`src/rtl/rsp_s2_dma_axi_err_ctrl.sv`:
```
// AXI error controller for the rsp_s2 DMA master: aborts on the first error, drains
// outstanding transactions under a bounded timeout, then halts with sticky status.
module rsp_s2_dma_axi_err_ctrl #(
    parameter int NUM_SRC    = 5,
    parameter int OST_BITS   = 6,
    parameter int DRAIN_BITS = 10
) (
    input  logic                  clk,
    input  logic                  rst_n,
    input  logic [NUM_SRC-1:0]    timeout_in,
    input  logic                  rresp_err,
    input  logic                  bresp_err,
    input  logic [OST_BITS-1:0]   ost_cnt,
    input  logic                  err_clr,
    input  logic                  err_irq_en,
    output logic                  dma_abort,
    output logic                  err_active,
    output logic                  err_irq,
    output logic [NUM_SRC+1:0]    err_src,
    output logic [2:0]            err_first,
    output logic [7:0]            err_cnt,
    output logic                  drain_fail
);
    localparam int EV_W = NUM_SRC + 2;

    typedef enum logic [1:0] {IDLE, ABORT, DRAIN, HALT} state_t;

    state_t                state;
    logic [NUM_SRC-1:0]    to_prev;
    logic [DRAIN_BITS-1:0] drain_cnt;
    logic [EV_W-1:0]       ev_vec;
    logic                  any_ev;
    logic [2:0]            ev_first;
    logic                  clr_hit;

    // Timeouts are levels; only the rising edge is an event.
    always_comb begin
        ev_vec = {bresp_err, rresp_err, timeout_in & ~to_prev};
        any_ev = |ev_vec;
    end

    always_comb begin
        ev_first = '0;
        for (int i = EV_W - 1; i >= 0; i--)
            if (ev_vec[i]) ev_first = 3'(i);
    end

    assign clr_hit    = (state == HALT) && err_clr;
    assign dma_abort  = (state != IDLE);
    assign err_active = (state == HALT);

    always_ff @(posedge clk) begin
        if (!rst_n) begin
            state      <= IDLE;
            to_prev    <= '0;
            drain_cnt  <= '0;
            err_irq    <= 1'b0;
            err_src    <= '0;
            err_first  <= '0;
            err_cnt    <= '0;
            drain_fail <= 1'b0;
        end else begin
            to_prev <= timeout_in;
            if (clr_hit) begin
                // Clear beats a coincident event; that event is dropped.
                state      <= IDLE;
                err_irq    <= 1'b0;
                err_src    <= '0;
                err_first  <= '0;
                err_cnt    <= '0;
                drain_fail <= 1'b0;
            end else begin
                err_src <= err_src | ev_vec;
                if (any_ev && err_cnt != 8'hFF) err_cnt <= err_cnt + 8'd1;
                case (state)
                    IDLE: begin
                        if (any_ev) begin
                            err_first <= ev_first;
                            state     <= ABORT;
                        end
                    end
                    ABORT: begin
                        drain_cnt <= '1;
                        state     <= DRAIN;
                    end
                    DRAIN: begin
                        if (ost_cnt == '0) begin
                            state <= HALT;
                            if (err_irq_en) err_irq <= 1'b1;
                        end else if (drain_cnt == '0) begin
                            drain_fail <= 1'b1;
                            state      <= HALT;
                            if (err_irq_en) err_irq <= 1'b1;
                        end else begin
                            drain_cnt <= drain_cnt - DRAIN_BITS'(1);
                        end
                    end
                    default: ;
                endcase
            end
        end
    end
endmodule

```
`config.mk`:
```
export PLATFORM = sky130hd
export DESIGN_NAME = rsp_s2_dma_axi_err_ctrl
export DESIGN_NICKNAME = d
export VERILOG_FILES = /design/src/rtl/rsp_s2_dma_axi_err_ctrl.sv
export SDC_FILE = /design/constraint.sdc
export NUM_CORES = 1
export LEC_CHECK = 0
export ABC_AREA = 1
export CAP_MARGIN = 30
export CORE_UTILIZATION = 50
export DETAILED_ROUTE_END_ITERATION = 7
export PLACE_DENSITY = 0.78
export SETUP_SLACK_MARGIN = 0.2
export SYNTH_ARGS = -nofsm -noshare
export SYNTH_HDL_FRONTEND = slang
export SYNTH_SLANG_ARGS = --single-unit
export TNS_END_PERCENT = 30
```
`constraint.sdc`:
```
create_clock -name clk -period 2 [get_ports clk]
set_input_delay 0.2 -clock clk [delete_from_list [all_inputs] [get_ports clk]]
set_output_delay 0.2 -clock clk [all_outputs]
set_load 0.02 [all_outputs]
```
==> impl_metrics.csv, run 1 <==
group,metric,value,unit
setup_path,critPathLaunch,"state[0]",
die,rows,21,
synth,synth-seq-cells,37,
clock_network,insertion_delay,0.29,ns
synth,synth.avg_cell_area,6.91,um^2
route,wirelength,4.03,mm
synth,synthCells,273,
sta,rsz0062_at_grt,"yes",
setup_path,crit_path_end,"err_active",
finish,fillCellCount,318,
place,numPortBuffers,38,
clock_network,cts_max_level,2,
die,dieHeight,63.4,um
setup_path,r2r_end,"drain_cnt[5]",
place,placedCellCount,357,
power_and_ir_drop,irDropWorstVdd,624,uV
global_route,gr-total-overflow,0,
synth,synthesis.nets,297,
synth,netlist_area,1890,um^2
finish,drive_above_1_share,9.12,%
clock_network,clockRootBuffer,"clkbuf_8",
clock_network,cts_tree,"done",
sta,worst_pin_slew,0.306,ns
sta,skew,0.00588,ns
power_and_ir_drop,p_per_area,1190,nW/um^2
clock_network,numCtsBuffers,5,
route,drc,0,
finish,nets,342,
finish,final_cell_mix,"nand2_1 (69), nor2_1 (38), dfxtp_1 (37), clkdlybuf4s50_1 (37), inv_1 (35)",
worst_hold_path,min_path_type,"flop to flop",
route,ant_nets,0,
clock_network,clock_path_buffers,2,
finish,syn2layout_area_growth,28.2,%
global_route,grt_pass1_wl,7.07,mm
route,drt_iter0_markers,151,
finish,regArea,741,um^2
route,wl_per_cell,11.1,um
run_status,outcome,"finished clean",
route,vias,1770,
sta,slew_headroom,79.6,%
job,maxCapViolations,0,
synth,yosys.cell_types.count,27,
route,dr.pass1.iters,4,
die,fp.dieArea,4020,um^2
setup_path,arrival,1.59,ns
place,dp_hpwl,2.94,mm
setup_path,path_max_fanout,4,
sta,tns,0,ns
sta,fmax,558,MHz
synth,ys_seq_area_share,39.3,%
route,via_per_inst,4.86,
setup_path,critPathCaptureType,"primary output",
sta,final_hold_viol_count,0,
setup_path,worstPathRequired,1.80,ns
finish,final_common_cell,"nand2_1",
global_route,grt_pass1_vias,1640,
global_route,antenna_found_initial,0,
synth,ys_warn_count,0,
clock_network,clock_sinks,37,
die,pin_count,39,
finish,multi_input_area,996,um^2
setup_path,regToRegSetupSlack,0.40,ns
sta,min_period_over_period,89.6,%
sta,slew_violations,0,
sta,period_needed,1.79,ns
setup_path,startpoint_type,"flop",
global_route,grt_max_degree,17,
die,core_area,3470,um^2
setup_path,reg2regPathDepth,7,
power_and_ir_drop,p_leak,1.10,nW
sta,setup_violations,0,
setup_path,rr_startpoint,"state[0]",
clock_network,path_clk_slew,0.07,ns
die,dieWidth,63.4,um
die,initial_core_util,54.4,%
global_route,grtUsageTotal,22.0,%
clock_network,post_cts_buffers,0,
place,gp_congestion,0.745,
finish,antenna_cells,0,
setup_path,crit_type,"flop to primary output",
finish,final_cells,364,
clock_network,cts_hold_buffers,0,
[sequential cells by signal, summed over array words and instances, names as in the netlist]
name        cells
to_prev         5
drain_fail      1
err_first       3
state           2
err_irq         1
err_src         7
err_cnt         8
drain_cnt      10
[worst max-delay path, stage by stage, from the launching register on]
cell	delay, ns
dfxtp_1	0.39
ha_1	0.28
clkdlybuf4s50_1	0.64
[synthesized netlist by cell type, drive strengths merged]
cell type / n / area share [%]
nor3: 3 / 0.80
ha: 7 / 4.6
xor2: 3 / 1.4
buf: 2 / 0.53
a31oi: 1 / 0.33
xnor2: 1 / 0.46
nand3b: 2 / 1.0
a21oi: 23 / 6.7
or2: 3 / 1.0
inv: 38 / 7.6
nand2: 74 / 15
nand4: 4 / 1.3
nor3b: 1 / 0.40
dfxtp: 37 / 39
nand3: 19 / 6.0
a21boi: 2 / 0.80
nor2: 43 / 9.8
o21ai: 10 / 2.7
[layout make-up]
class                   count  area share, %
multi-input cells         196           41.2
flip-flops and latches     37           30.6
repair buffers             40           16.3
inverters                  38           5.90
clock buffers               7           3.57
well taps                  46           2.38
[report_power, final]
part	switching, W	leakage, nW	total (W)	internal, W
clock	0.000252	0.0443	0.000525	0.000273
combinational	0.000779	0.750	0.00131	0.000529
sequential	0.000149	0.306	0.00104	0.000892
total	0.00118	1.10	0.00287	0.00169
[what timing repair did]
item | in CTS | in global routing
endpoints found under the setup margin | 1 | 10
pin swaps | 0 | 0
gates resized for setup | 1 | 1
[layer usage]
metal  track usage, %  up-vias  wire, um  part of all wire (%)
li1                 -      943         -                     -
met1             26.6      796      1920                    48
met2             37.5       26      1910                    47
met3             5.98        5       153                   3.8
met4             7.10        0        45                   1.1
met5                0        -         0                     0
[how the worst min path moves through the flow]
stage            endpoint  cells past startpoint     startpoint
4_1_cts        to_prev[2]                      3  timeout_in[2]
2_1_floorplan  to_prev[0]                      2  timeout_in[0]
5_1_grt        to_prev[3]                      3  timeout_in[3]
3_3_place_gp      err_irq                      2        err_irq
3_5_place_dp   err_src[2]                      2     err_src[2]
6_report       err_src[3]                      2     err_src[3]
[cell families after synthesis]
group	share of synthesized area, %
compound gates	10.5
xor+xnor	1.86
fa+ha+maj	4.64
buf+inv	8.10
flops	39.3
simple gates	35.6
[through the flow]
stage | setup WS [ns] | hold WS [ns] | utilization [%] | area [um^2] | total power [W]
after CTS | 0.203 | 0.473 | 69.6 | 2410 | 0.00288
after detailed placement | 0.281 | 0.462 | 67.1 | 2330 | 0.00237
after global placement | 0.316 | 0.451 | 67.1 | 2330 | 0.00233
after global routing | 0.129 | 0.479 | 69.7 | 2420 | 0.00312
after floorplan | 0.472 | 0.293 | - | 1890 | 0.00199
final | 0.209 | 0.472 | 69.7 | 2420 | 0.00287
(Power assumes the default switching activity.)
==> run 2, diff against run 1 <==
Settings changed: CTS_CLUSTER_SIZE set to 25, PLACE_DENSITY 0.78 to not set, PLACE_DENSITY_LB_ADDON set to 0.1.
==> impl_metrics.csv, run 2 (synthesis results as in run 1) <==
group,metric,value,unit
run_status,outcome,"finished clean",
power_and_ir_drop,clkPwrFrac,21.8,%
setup_path,path_delay_family,"buffers and inverters",
place,dp_hpwl,2.92,mm
power_and_ir_drop,p_int,0.00183,W
clock_network,cts_tree,"done",
sta,final_hold_viol_count,0,
finish,fin_util,70.8,%
global_route,grt_pass1_vias,1731,
finish,nets,343,
sta,min_period_over_period,84.8,%
setup_path,cp.buffers_inverters,3,
setup_path,startpoint_type,"flop",
sta,fmax,590,MHz
clock_network,insertion_delay,0.29,ns
place,placedCellCount,357,
die,fp.dieArea,4020,um^2
worst_hold_path,min_path_type,"primary input to flop",
route,wl_per_cell,11.3,um
route,drt_iter0_markers,133,
clock_network,cts_hold_buffers,0,
route,ant_nets,0,
sta,skew,0.00672,ns
job,maxCapViolations,0,
sta,timing.hold.ws,0.470,ns
power_and_ir_drop,irDropWorstVdd,568,uV
setup_path,slowest_stage,"dfxtp_1",
setup_path,path_max_fanout,4,
clock_network,clock_path_buffers,2,
sta,slew_headroom,80.4,%
route,wirelength,4.15,mm
global_route,antenna_found_initial,0,
finish,largestRegisters,"drain_cnt: 10 flops, err_cnt: 8 flops, err_src: 7 flops",
setup_path,worstPathRequired,1.80,ns
global_route,gr-total-overflow,0,
die,pin_count,39,
finish,antenna_cells,0,
clock_network,cts_max_level,2,
global_route,grt_pass1_wl,7.20,mm
die,initial_core_util,54.4,%
global_route,grtUsageTotal,22.5,%
setup_path,path_cells,"inv_1 > ha_1 > inv_1 > dlygate4sd2_1",
clock_network,path_clk_slew,0.07,ns
route,via_per_inst,4.96,
sta,setup_violations,0,
route,vias,1817,
sta,period_needed,1.70,ns
die,rows,21,
finish,largest_register_ffs,10,
die,dieWidth,63.4,um
power_and_ir_drop,p_leak,1.14,nW
finish,syn2layout_area_growth,30.3,%
die,dieHeight,63.4,um
setup_path,critPathCaptureType,"primary output",
sta,slew_violations,0,
setup_path,arrival,1.50,ns
clock_network,numCtsBuffers,5,
power_and_ir_drop,p_per_area,1250,nW/um^2
die,core_area,3470,um^2
finish,final_common_cell,"nand2_1",
setup_path,crit_type,"flop to primary output",
clock_network,clock_sinks,37,
sta,rsz0062_at_grt,"no",
finish,final_cell_mix,"nand2_1 (69), nor2_1 (38), dfxtp_1 (37), clkdlybuf4s50_1 (36), inv_1 (35)",
power_and_ir_drop,pwr-share-seq,33.8,%
sta,worst_pin_slew,0.294,ns
sta,worst_slack,0.304,ns
finish,final_cells,366,
sta,tns,0,ns
power_and_ir_drop,switching_share,40.2,%
global_route,grt_max_degree,17,
place,dp_slack,0.255,ns
place,gp_congestion,0.808,
place,numPortBuffers,38,
clock_network,post_cts_buffers,0,
power_and_ir_drop,p_switching,0.00123,W
setup_path,crit_top_cell,"inv_1",
power_and_ir_drop,combPwrFrac,44.3,%
finish,drive_above_1_share,9.69,%
finish,top_register,"drain_cnt",
clock_network,clockRootBuffer,"clkbuf_8",
setup_path,critPathMaxStageDelay,0.39,ns
route,drc,0,
route,dr.pass1.iters,4,
==> run 2: cell types whose count changed in the layout (fill, tap and decap cells not counted) <==
cell / change
bufinv_16: +1
clkdlybuf4s50_1: -1
dlymetal6s2s_1: +1
nor2_2: +1
==> run 2: power groups by stage <==
stage	Sequential, W	Clock (W)	Combinational (W)
6_report	0.00103	0.000668	0.00136
5_1_grt	0.00106	0.000717	0.00154
4_1_cts	0.00103	0.000680	0.00133
3_5_place_dp	0.00105	0	0.00132
3_3_place_gp	0.00105	0	0.00129
2_1_floorplan	0.00108	0	0.000910
==> run 2: final cells by class <==
| class | count | area [um^2] |
|---|---|---|
| clock buffers | 7 | 86.3 |
| clock inverters | 1 | 30.0 |
| fillers | 294 | 1010 |
| inverters | 38 | 143 |
| multi-input cells | 197 | 1000 |
| flip-flops and latches | 37 | 741 |
| well taps | 46 | 57.6 |
| repair buffers | 40 | 397 |
==> run 2: through the flow <==
| stage | cell area [um^2] | power, W |
|---|---|---|
| final | 2460 | 0.00306 |
| after CTS | 2440 | 0.00304 |
| after global routing | 2460 | 0.00332 |
| after detailed placement | 2330 | 0.00237 |
| after floorplan | 1890 | 0.00199 |
| after global placement | 2330 | 0.00234 |
==> run 2: per-layer routing <==
| layer | track usage [%] | up-vias | wire length, um |
|---|---|---|---|
| li1 | - | 952 | - |
| met1 | 24.8 | 817 | 1850 |
| met2 | 41.1 | 43 | 2060 |
| met3 | 5.80 | 5 | 193 |
| met4 | 7.67 | 0 | 46 |
| met5 | 0 | - | 0 |
==> run 2: path summary, 6_finish.rpt <==
| path | startpoint | endpoint | slack, ns | depth (start not counted) |
|---|---|---|---|---|
| worst max-delay path | state[0] | dma_abort | 0.30 | 4 |
| worst min-delay path | timeout_in[2] | to_prev[2] | 0.47 | 3 |
| worst max register to register | state[0] | drain_cnt[3] | 0.33 | 7 |
| worst min register to register | err_src[6] | err_src[6] | 0.47 | 2 |
==> run 2: worst register-to-register path, delay by kind of cell, from the launching register on <==
family          cells  cell delay (ns)
compound gates      2             0.34
flops               1             0.39
fa+ha+maj           1             0.30
simple gates        2             0.31
buf+inv             2             0.24
==> run 2: what timing repair did <==
action,in CTS,in global routing
setup endpoints to repair,1,10
gates cloned,0,1
pin swaps,0,1
resized for setup,1,2
==> run 3, diff against run 2 <==
Settings changed: CORE_UTILIZATION 50 to 46.
Clock period 2 ns to 1.5 ns, I/O delays scaled along.
==> impl_metrics.csv, run 3 (synthesis results as in run 1) <==
group,metric,value,unit
sta,slew_violations,0,
sta,final_hold_viol_count,0,
power_and_ir_drop,finalPower,0.00509,W
die,dieWidth,66.0,um
global_route,gr-total-overflow,0,
route,wl_per_cell,13.9,um
sta,skew,0.00399,ns
setup_path,startpoint_type,"flop",
finish,largestRegisters,"drain_cnt: 10 flops, err_cnt: 8 flops, err_src: 7 flops",
power_and_ir_drop,p_per_area,1630,nW/um^2
setup_path,path_cells,"inv_4 > ha_4 > a21boi_4 > buf_6 > nand3_4 > nand2_2 > nand2_2 > nor2_2",
setup_path,path_delay_family,"flip-flops",
sta,slew_headroom,77.8,%
die,core_area,3800,um^2
setup_path,slowest_stage,"dfxtp_4",
setup_path,path_max_fanout,5,
die,pin_count,39,
route,vias,2091,
place,dp_slack,-0.0972,ns
finish,syn2layout_area_growth,65.6,%
setup_path,cp.buffers_inverters,2,
setup_path,arrival,1.71,ns
sta,fmax,676,MHz
finish,largest_register_ffs,10,
power_and_ir_drop,p_int,0.00299,W
clock_network,insertion_delay,0.29,ns
sta,timing.hold.ws,0.410,ns
setup_path,critPathCaptureType,"flop",
power_and_ir_drop,p_leak,1.63,nW
finish,fin_util,82.2,%
die,rows,22,
clock_network,clock_path_buffers,2,
global_route,antenna_found_initial,0,
sta,worst_pin_slew,0.331,ns
global_route,grt_max_degree,17,
global_route,grtUsageTotal,23.3,%
clock_network,numCtsBuffers,5,
sta,rsz0062_at_grt,"yes",
finish,final_cell_mix,"nand2_1 (54), buf_4 (35), nor2_1 (33), inv_1 (28), dfxtp_1 (27)",
finish,nets,382,
clock_network,clockRootBuffer,"clkbuf_8",
global_route,grt_pass1_vias,1795,
power_and_ir_drop,irDropWorstVdd,968,uV
place,dp_hpwl,3.23,mm
setup_path,crit_type,"flop to flop",
power_and_ir_drop,clkPwrFrac,17.6,%
sta,period_needed,1.48,ns
power_and_ir_drop,switching_share,41.2,%
power_and_ir_drop,p_switching,0.00210,W
sta,setup_violations,0,
route,dr.pass1.iters,4,
place,numPortBuffers,38,
job,maxCapViolations,0,
die,dieHeight,66.0,um
clock_network,cts_tree,"done",
power_and_ir_drop,combPwrFrac,53.9,%
setup_path,worstPathRequired,1.73,ns
route,wirelength,5.67,mm
finish,final_common_cell,"nand2_1",
setup_path,crit_top_cell,"nand2_2",
run_status,outcome,"finished clean",
worst_hold_path,min_path_type,"primary input to flop",
clock_network,clock_sinks,37,
sta,min_period_over_period,98.6,%
clock_network,cts_max_level,2,
finish,fin_area,3120,um^2
route,drt_iter0_markers,109,
finish,antenna_cells,0,
finish,top_register,"drain_cnt",
place,detailed_place.area,2530,um^2
route,via_per_inst,5.14,
setup_path,critPathMaxStageDelay,0.39,ns
clock_network,path_clk_slew,0.07,ns
die,initial_core_util,49.6,%
power_and_ir_drop,pwr-share-seq,28.4,%
place,gp_congestion,0.816,
die,fp.dieArea,4360,um^2
sta,worst_slack,0.0205,ns
route,drc,0,
route,ant_nets,0,
finish,drive_above_1_share,36.5,%
global_route,grt_pass1_wl,7.69,mm
==> run 3: cell types whose count changed in the layout (fill, tap and decap cells not counted), sizes merged <==
| cell | change |
|---|---|
| inv | -2 |
| buf | +39 |
| clkinv | +2 |
| nand2 | +1 |
| dlymetal6s2s | +16 |
| nand3 | +1 |
| dlygate4sd2 | +2 |
| clkdlybuf4s50 | -20 |
==> run 3: power groups by stage <==
stage	sequential, W	combinational (W)	clock, W
after global placement	0.00142	0.00195	0
after CTS	0.00142	0.00224	0.000910
after global routing	0.00147	0.00299	0.000952
final	0.00145	0.00274	0.000899
after floorplan	0.00146	0.00128	0
after detailed placement	0.00143	0.00198	0
==> run 3: cell type report <==
type                            instances  area [um^2]
Clock buffer                            7         86.3
Timing Repair Buffer                   77          729
Fill cell                             238          676
Clock inverter                          1         30.0
Tap cell                               48         60.1
Inverter                               38          170
Multi-Input combinational cell        199         1280
Sequential cell                        37          763
==> run 3: final timing paths <==
check	slack, ns	end	depth (start not counted)	start
worst min-delay path	0.41	to_prev[2]	3	timeout_in[2]
worst max register to register	0.02	drain_cnt[0]	8	state[1]
worst max-delay path	0.02	drain_cnt[0]	8	state[1]
worst min register to register	0.46	err_cnt[0]	1	err_cnt[0]
==> run 3: routing by layer <==
layer | routed length (um) | vias up | global-route usage [%]
li1 | - | 1040 | -
met1 | 2360 | 987 | 27.9
met2 | 2950 | 56 | 38.8
met3 | 282 | 8 | 7.24
met4 | 86 | 0 | 8.51
met5 | 0 | - | 0
==> run 3: worst register-to-register path: cells and delay by family (launching register included) <==
family,cells,cell delay (ns)
AOI/OAI and AO/OA,1,0.22
and+or+nand+nor,4,0.34
adders and majority gates,1,0.26
DFF,1,0.39
buffers and inverters,2,0.20
==> run 3: what timing repair did <==
action	4_1_cts	5_1_grt
gates resized for setup	18	97
setup buffers	5	12
hold buffers	0	0
pin swaps	6	29
cloned	2	1
setup endpoints to repair	43	42
endpoints found under the hold margin	0	0
==> run 3: metrics by stage <==
step                      setup TNS, ns  std cells
after floorplan                       0        273
after global placement          -0.0279        379
after detailed placement         -0.458        379
after CTS                             0        394
after global routing             -0.173        407
final                                 0        407
